## src/rtl/cell_redraw_queue_if.sv

```systemverilog
// cell_redraw_queue_if
// Groups the tracker-side scan stream, the display-writer command handshake
// and the queue status lines into one bundle.
//   in_valid/in_diff/in_x/in_y/in_obj_code : per-cell scan stream from the tracker
//   out_valid/out_ready                    : command handshake to the display writer
//   out_x0/out_y0/out_x1/out_y1/out_color  : rectangle-fill command payload
//   level/overflow                         : FIFO occupancy and sticky drop flag
// slave  : the queue's view (consumes scan stream, produces commands)
// master : the surrounding system's view (tracker + display writer)
interface cell_redraw_queue_if;
    logic        in_valid;
    logic        in_diff;
    logic [3:0]  in_x;
    logic [3:0]  in_y;
    logic [2:0]  in_obj_code;
    logic        out_valid;
    logic        out_ready;
    logic [8:0]  out_x0;
    logic [8:0]  out_y0;
    logic [8:0]  out_x1;
    logic [8:0]  out_y1;
    logic [15:0] out_color;
    logic [4:0]  level;
    logic        overflow;

    modport slave (
        input  in_valid, in_diff, in_x, in_y, in_obj_code, out_ready,
        output out_valid, out_x0, out_y0, out_x1, out_y1, out_color, level, overflow
    );

    modport master (
        output in_valid, in_diff, in_x, in_y, in_obj_code, out_ready,
        input  out_valid, out_x0, out_y0, out_x1, out_y1, out_color, level, overflow
    );
endinterface

```

## src/rtl/cell_redraw_queue.sv

```systemverilog
// cell_redraw_queue
// Buffers changed cells from the frame tracker in a FIFO and issues one
// registered rectangle-fill command (pixel bounds + RGB565 colour) per cell
// to the display writer over a valid/ready handshake.
//   clk : system clock, rising edge
//   rst : synchronous active-high reset
//   bus : cell_redraw_queue_if.slave (scan stream in, commands out, status)
module cell_redraw_queue #(
    parameter int DEPTH   = 16,
    parameter int CELL_PX = 16
) (
    input logic                  clk,
    input logic                  rst,
    cell_redraw_queue_if.slave   bus
);
    localparam int AW = $clog2(DEPTH);
    localparam int SH = $clog2(CELL_PX);

    typedef struct packed {
        logic [3:0] x;
        logic [3:0] y;
        logic [2:0] code;
    } entry_t;

    entry_t          mem [DEPTH];
    logic [AW-1:0]   wr_ptr;
    logic [AW-1:0]   rd_ptr;
    logic [4:0]      count;

    logic            out_valid;
    logic [8:0]      out_x0, out_y0, out_x1, out_y1;
    logic [15:0]     out_color;
    logic            overflow;

    logic            push, load, accept;
    entry_t          head;
    logic [8:0]      nx_x0, nx_y0;

    function automatic logic [15:0] color_of(input logic [2:0] code);
        case (code)
            3'b000:  return 16'h0000;
            3'b001:  return 16'h07E0;
            3'b010:  return 16'h03E0;
            3'b011:  return 16'hF800;
            3'b100:  return 16'hFFFF;
            default: return 16'hF81F;
        endcase
    endfunction

    assign push = bus.in_valid & bus.in_diff;
    assign load = (count != 5'd0) & (~out_valid | bus.out_ready);
    // A full FIFO still accepts when the head leaves at the same edge; the
    // write lands in the slot being vacated, read before it is overwritten.
    assign accept = push & ((count < 5'(DEPTH)) | load);

    assign head  = mem[rd_ptr];
    assign nx_x0 = 9'(head.x) << SH;
    assign nx_y0 = 9'(head.y) << SH;

    always_ff @(posedge clk) begin
        if (accept) begin
            mem[wr_ptr] <= entry_t'{bus.in_x, bus.in_y, bus.in_obj_code};
        end
    end

    always_ff @(posedge clk) begin
        if (rst) begin
            wr_ptr    <= '0;
            rd_ptr    <= '0;
            count     <= '0;
            out_valid <= 1'b0;
            out_x0    <= '0;
            out_y0    <= '0;
            out_x1    <= '0;
            out_y1    <= '0;
            out_color <= '0;
            overflow  <= 1'b0;
        end else begin
            if (accept) begin
                wr_ptr <= wr_ptr + AW'(1);
            end
            if (push & ~accept) begin
                overflow <= 1'b1;
            end
            if (accept & ~load) begin
                count <= count + 5'd1;
            end else if (load & ~accept) begin
                count <= count - 5'd1;
            end

            if (load) begin
                rd_ptr    <= rd_ptr + AW'(1);
                out_valid <= 1'b1;
                out_x0    <= nx_x0;
                out_y0    <= nx_y0;
                out_x1    <= nx_x0 + 9'(CELL_PX - 1);
                out_y1    <= nx_y0 + 9'(CELL_PX - 1);
                out_color <= color_of(head.code);
            end else if (out_valid & bus.out_ready) begin
                out_valid <= 1'b0;
            end
        end
    end

    assign bus.out_valid = out_valid;
    assign bus.out_x0    = out_x0;
    assign bus.out_y0    = out_y0;
    assign bus.out_x1    = out_x1;
    assign bus.out_y1    = out_y1;
    assign bus.out_color = out_color;
    assign bus.level     = count;
    assign bus.overflow  = overflow;
endmodule

```

## src/flat_wrapper.sv

```systemverilog
// flat-port wrapper written by rule: the top's interface ports become plain ports
module cell_redraw_queue_flat 
#(
    parameter int DEPTH   = 16,
    parameter int CELL_PX = 16
)
  (clk, rst, bus_in_valid, bus_in_diff, bus_in_x, bus_in_y, bus_in_obj_code, bus_out_ready, bus_out_valid, bus_out_x0, bus_out_y0, bus_out_x1, bus_out_y1, bus_out_color, bus_level, bus_overflow);
  cell_redraw_queue_if bus_i ();
  input logic clk;
  input logic rst;
  input wire logic [$bits(bus_i.in_valid)-1:0] bus_in_valid;
  input wire logic [$bits(bus_i.in_diff)-1:0] bus_in_diff;
  input wire logic [$bits(bus_i.in_x)-1:0] bus_in_x;
  input wire logic [$bits(bus_i.in_y)-1:0] bus_in_y;
  input wire logic [$bits(bus_i.in_obj_code)-1:0] bus_in_obj_code;
  input wire logic [$bits(bus_i.out_ready)-1:0] bus_out_ready;
  output wire logic [$bits(bus_i.out_valid)-1:0] bus_out_valid;
  output wire logic [$bits(bus_i.out_x0)-1:0] bus_out_x0;
  output wire logic [$bits(bus_i.out_y0)-1:0] bus_out_y0;
  output wire logic [$bits(bus_i.out_x1)-1:0] bus_out_x1;
  output wire logic [$bits(bus_i.out_y1)-1:0] bus_out_y1;
  output wire logic [$bits(bus_i.out_color)-1:0] bus_out_color;
  output wire logic [$bits(bus_i.level)-1:0] bus_level;
  output wire logic [$bits(bus_i.overflow)-1:0] bus_overflow;
  assign bus_i.in_valid = bus_in_valid;
  assign bus_i.in_diff = bus_in_diff;
  assign bus_i.in_x = bus_in_x;
  assign bus_i.in_y = bus_in_y;
  assign bus_i.in_obj_code = bus_in_obj_code;
  assign bus_i.out_ready = bus_out_ready;
  assign bus_out_valid = bus_i.out_valid;
  assign bus_out_x0 = bus_i.out_x0;
  assign bus_out_y0 = bus_i.out_y0;
  assign bus_out_x1 = bus_i.out_x1;
  assign bus_out_y1 = bus_i.out_y1;
  assign bus_out_color = bus_i.out_color;
  assign bus_level = bus_i.level;
  assign bus_overflow = bus_i.overflow;
  cell_redraw_queue #(.DEPTH(DEPTH), .CELL_PX(CELL_PX)) u_core (.clk(clk), .rst(rst), .bus(bus_i));
endmodule
```

## config.mk

```make
export PLATFORM = sky130hd
export DESIGN_NAME = cell_redraw_queue_flat
export DESIGN_NICKNAME = d
export VERILOG_FILES = /design/src/rtl/cell_redraw_queue_if.sv /design/src/rtl/cell_redraw_queue.sv /design/src/flat_wrapper.sv
export SDC_FILE = /design/constraint.sdc
export NUM_CORES = 1
export LEC_CHECK = 0
export ABC_AREA = 1
export CORE_AREA = 2 2 174 176
export CTS_CLUSTER_DIAMETER = 60
export DETAILED_ROUTE_END_ITERATION = 10
export DIE_AREA = 0 0 176 178
export GPL_TIMING_DRIVEN = 1
export PLACE_DENSITY = 0.5
export SYNTH_ARGS = -nofsm -noshare
export SYNTH_HDL_FRONTEND = slang
export SYNTH_SLANG_ARGS = --single-unit
```

## constraint.sdc

```tcl
create_clock -name clk -period 2.9 [get_ports clk]
set_clock_uncertainty 0.15 [all_clocks]
set_input_delay 0.29 -clock clk [delete_from_list [all_inputs] [get_ports clk]]
set_output_delay 0.29 -clock clk [all_outputs]
set_load 0.01 [all_outputs]
```

* Yosys cells after proc, flatten, opt, wreduce, memory -nomap -nowiden *
Memories as Yosys holds them, arrays and structs flattened. A register that Yosys moved wholly into a read port is not among the register bits.
Index checks and enable logic that the tools add are counted.

word-level totals
  bits in registers = 57
  memory bits (writable) = 176
  output and inout port bits = 59
  logic and storage cells = 47
  memories kept = 1

memory list
  memory      words  bits a word  rd ports  clocked after Yosys merged registers in  wr ports  line                     text
  u_core.mem  16     11           1         1                                        1         cell_redraw_queue.sv:25  entry_t mem [DEPTH];

cells by class
  add/subtract/negate cells = 6
  order comparisons = 1
  eq/ne operators = 4
  muxes and demuxes = 9
  bitwise gates (word level) = 12
  reduce and logical (&&, ||, !) cells = 4

operators by type and width
  cell                   count
  $pmux W16 S5           1
  $add A8 B4 Y9 const B  2
  $mux W5                2
  $add A4 B1 Y4 const B  2
  $mux W4                2
  $and A1 B1 Y1          7
  $eq A3 B2 Y1 const B   2
  $add A5 B1 Y5 const B  1
  $lt A5 B5 Y1 const B   1
  $reduce_bool A5 Y1     1
  $sub A5 B1 Y5 const B  1
  $mux W1                4
  $reduce_bool A2 Y1     2
  $eq A3 B1 Y1 const B   1
  $eq A3 B3 Y1 const B   1
  $logic_not A3 Y1       1
  $not A1 Y1             3
  $or A1 B1 Y1           2

* Depth between registers and ports, before layout *
  depth after elaboration = 9
  mapped depth = 16
  depth with buffers taken out = 16

* Least setup slack after synthesis *
No wires, ideal clock.

  kind = flip-flop to flip-flop
  from = register u_core.count[1] (netlist: u_core.bus.level[1])
  to = register u_core.count[4] (netlist: u_core.bus.level[4])
  arrival time = 2327 ps
  path slack = 303 ps
  stages on the path, launching flop included = 17
  clock period less this slack = 2597 ps
  cell sequence = dfxtp_1 nor3_1 nand3_1 nand2_1 nand2_1 nand2_1 inv_1 ha_1 inv_1 fa_1 a21o_1 a21oi_1 nor2_1 nor2_1 nand2_1 o21ai_0 a21oi_1

between the ends
  word-level cells in the longest chain between the ends = 7
  elaborated cells on any way between the ends = 14
  those cells by class = add/sub (2); order compare (1); mux (2); bitwise (7); reduce/logical (2)

ends and longest elaborated chain
  element                                                               line                     text
  from (decl)                                                           cell_redraw_queue.sv:28  logic [4:0] count;
  from (signal assigned)                                                cell_redraw_queue.sv:86  count <= count + 5'd1;
  from (signal assigned)                                                cell_redraw_queue.sv:88  count <= count - 5'd1;
  parallel branches: the longest is 2 deep, another holds $lt A5 B5 Y1  --
  $or A1 B1 Y1 (*)                                                      cell_redraw_queue.sv:54  assign accept = push & ((count < 5'(DEPTH)) | load);
  $and A1 B1 Y1 (*)                                                     cell_redraw_queue.sv:54
  net u_core.accept                                                     cell_redraw_queue.sv:35  logic push, load, accept;
  $not A1 Y1                                                            cell_redraw_queue.sv:87  end else if (load & ~accept) begin
  $and A1 B1 Y1                                                         cell_redraw_queue.sv:87
  $reduce_bool A2 Y1 (no source line)                                   --

Mark *: on every way through the listed nets, which the timed path passes. The select of a mux whose other input is x is not followed.
A chain may end at the register's enable or synchronous reset.

* Worst setup path in the final report *
  from = register u_core.count[1] (netlist: u_core.bus.level[1])
  to = register u_core.count[4] (netlist: u_core.bus.level[4])

between the ends
  word-level cells in the longest chain between the ends = 7
  elaborated cells on any way between the ends = 14
  those cells by class = add/sub (2); order compare (1); mux (2); bitwise (7); reduce/logical (2)

ends and longest elaborated chain
  element
  parallel branches: the longest is 7 deep, another holds $lt A5 B5 Y1

Parallel ways; which one is timed is not known. The select of a mux whose other input is x is not followed.

==> results.json <==
{
  "post-place-cells": 1173,
  "outcome": "finished, final reports clean",
  "yosysMostFrequentCell": "edfxtp_1",
  "worstSetupPathType": "reg2reg",
  "drc": 0,
  "max_freq_ghz": 0.389,
  "ys_ff_latch": 208,
  "max_cap_viol_count": 0,
  "leakage_uw": 0.00371,
  "regArea_mm2": 0.00593,
  "slew_violations": 0,
  "finalHoldViolCount": 0,
  "cp_max_fo": 6,
  "die_h_um": 178,
  "grt_usage": 0.132,
  "wl_um": 20500,
  "cts_root_buffer": "clkbuf_16",
  "dr.pass1.iters": 4,
  "power_density_mw_per_mm2": 868,
  "cts_tree": "yes",
  "seq_area_frac_synth": 0.678,
  "final_nets": 834,
  "synth_edf_count": 176,
  "layout_min_cycle_time_ns": 2.57,
  "crit_path_start_kind": "register",
  "initial_core_util": 0.297,
  "multi_input_area_mm2": 0.00209,
  "numPortBuffers": 62,
  "ys_top_cells_by_count": "edfxtp_1, nor2_1, nand2_1, o21ai_0, inv_1",
  "grt_remaining_overflow": 0,
  "syn_inst": 756,
  "viasPerCell": 4.56,
  "max_slew.worst_pin.slew_ns": 0.691,
  "grt_max_degree": 89,
  "avgRoutedWirePerCell_um": 16.9,
  "grt_pass1_vias": 5441,
  "required_ns": 3.15,
  "slew_headroom": 0.539,
  "vdd_drop_max_uv": 396,
  "ys_async_sr_fraction": 0,
  "synth_area_leaders": "edfxtp_1, dfxtp_1, nor2_1, o21ai_0, nand2_1",
  "clk_pin_slew_ns": 0.06,
  "area_growth_pct": 18.0,
  "ys.flop_type": "edfxtp_1",
  "arrival_ns": 2.82,
  "synth_warnings": 0,
  "hold_path_class": "in2reg",
  "setup_tns_ns": 0,
  "setup_viol": 0,
  "numCtsBuffers": 23,
  "antenna_found_initial": 0,
  "diodes": 0,
  "avgSynthCellArea_um2": 11.6,
  "post-dp-hpwl_um": 12000,
  "core_mm2": 0.0294,
  "rows": 63,
  "synth.largest_area_cell": "edfxtp_1",
  "fin_crit_sh": 0.886,
  "synth_cell_types": 30,
  "stdcell_count": 1215,
  "layout-drive-gt1-share": 0.0873,
  "gp_congestion": 0.734,
  "ant_nets": 0,
  "htreeDepth": 1,
  "io_pins": 75,
  "crit_path_end_kind": "register",
  "fillers": 2897,
  "netlist.area_leader.share": 0.605,
  "fp.dieW_um": 176,
  "rsz0062_at_grt": "no",
  "worstSkewPairLatency_ns": 0.51,
  "cts.path.max_buffers": 3,
  "syn_area_mm2": 0.00873,
  "hold_buffers": 0,
  "grt_pass1_wl_um": 31800,
  "clkSinkCount": 208,
  "dr.first_iter.drc_count": 406,
  "die_area_mm2": 0.0313,
  "vias": 5539
}
per-layer routing:
metal,vias to the layer above,wire (um),track usage
met5,-,0,0
met4,0,469,0.0358
met3,37,1010,0.0192
met2,127,9640,0.221
met1,2660,9390,0.181
li1,2715,-,-
through the flow:
stage | worst slack [ns] | hold slack [ns] | total power [uW] | util | cell area (um^2)
6_report | 0.332 | 0.302 | 8940 | 0.350 | 10300
5_1_grt | 0.0284 | 0.343 | 9510 | 0.350 | 10300
4_1_cts | 0.279 | 0.293 | 9070 | 0.350 | 10300
3_5_place_dp | 0.0622 | 0.323 | 6390 | 0.327 | 9610
3_3_place_gp | 0.0670 | 0.309 | 6380 | 0.327 | 9610
2_1_floorplan | 0.303 | 0.239 | 5550 | - | 8780
critical path: stages (launching register included):
cell	delay, ns
dfxtp_1	0.36
nor3_2	0.19
nand3_1	0.09
nand2_1	0.08
buf_4	0.14
ha_1	0.19
inv_1	0.11
fa_1	0.41
a21o_1	0.20
a21oi_1	0.16
nor2_1	0.06
nor2_1	0.08
nand2_1	0.07
o21ai_0	0.14
a21oi_1	0.05
worst paths after layout:
path / from / cells after the start / slack, ns / endpoint
setup / recovery: u_core.bus.level[1]$_SDFFE_PP0P_ / 14 / 0.33 / u_core.bus.level[4]$_SDFFE_PP0P_
hold / removal: bus_out_ready / 4 / 0.30 / u_core.bus.out_valid$_SDFFE_PP0P_
setup reg to reg: u_core.bus.level[1]$_SDFFE_PP0P_ / 14 / 0.33 / u_core.bus.level[4]$_SDFFE_PP0P_
hold reg to reg: u_core.rd_ptr[3]$_SDFFE_PP0P_ / 2 / 0.33 / register
cells by family (layout without fill, tap and decap cells):
logic type | count (synthesis) | after routing | share of synthesized area
other | 1 | 12 | 0.000429
AND/OR/NAND/NOR | 253 | 253 | 0.117
AO/OA/AOI/OAI | 143 | 143 | 0.0991
XOR/XNOR | 2 | 2 | 0.00201
flip-flops | 208 | 208 | 0.678
buffers and inverters | 139 | 197 | 0.0880
adder cells (fa/ha/maj) | 10 | 10 | 0.0152
layout by cell type, fill, tap and decap left out, types with 11 or more instances in the layout:
cell type and n:
buf_4 32, edfxtp_1 176, dfxtp_1 31, nand2_1 90, inv_1 58, clkdlybuf4s50_1 62, o21ai_0 70, conb_1 12
clkbuf_16 23, o221ai_1 22, a21oi_1 11, o211ai_1 20, nor2_1 108, nand3_1 52
repair_timing:
action | in CTS | in global routing
endpoints found under the setup margin | 0 | 1
gates resized for setup | 0 | 1
buffers inserted | 0 | 0
flip-flops by register name, summed over array words and instances (netlist names), 2 cells and up, named ones only:
signal and count:
u_core.bus.level 5, u_core.bus.out_color 4, u_core.bus.out_x0 4, u_core.bus.out_y0 3
u_core.bus.out_y1 2, u_core.mem 176, u_core.rd_ptr 4, u_core.wr_ptr 4
area by class of cell:
| class | count | area share |
|---|---|---|
| repair buffers | 95 | 0.0855 |
| clock buffers | 33 | 0.0618 |
| flip-flops and latches | 208 | 0.575 |
| multi-input cells | 420 | 0.203 |
| inverters | 60 | 0.0226 |
| clock inverters | 9 | 0.00498 |
| well taps | 390 | 0.0474 |
where the power goes:
group          internal, uW  leakage [uW]  switching (uW)
logic                  1040       0.00152            1660
clock network          1530      0.000344            1140
registers              3410       0.00185             151
(Power assumes the default switching activity.)
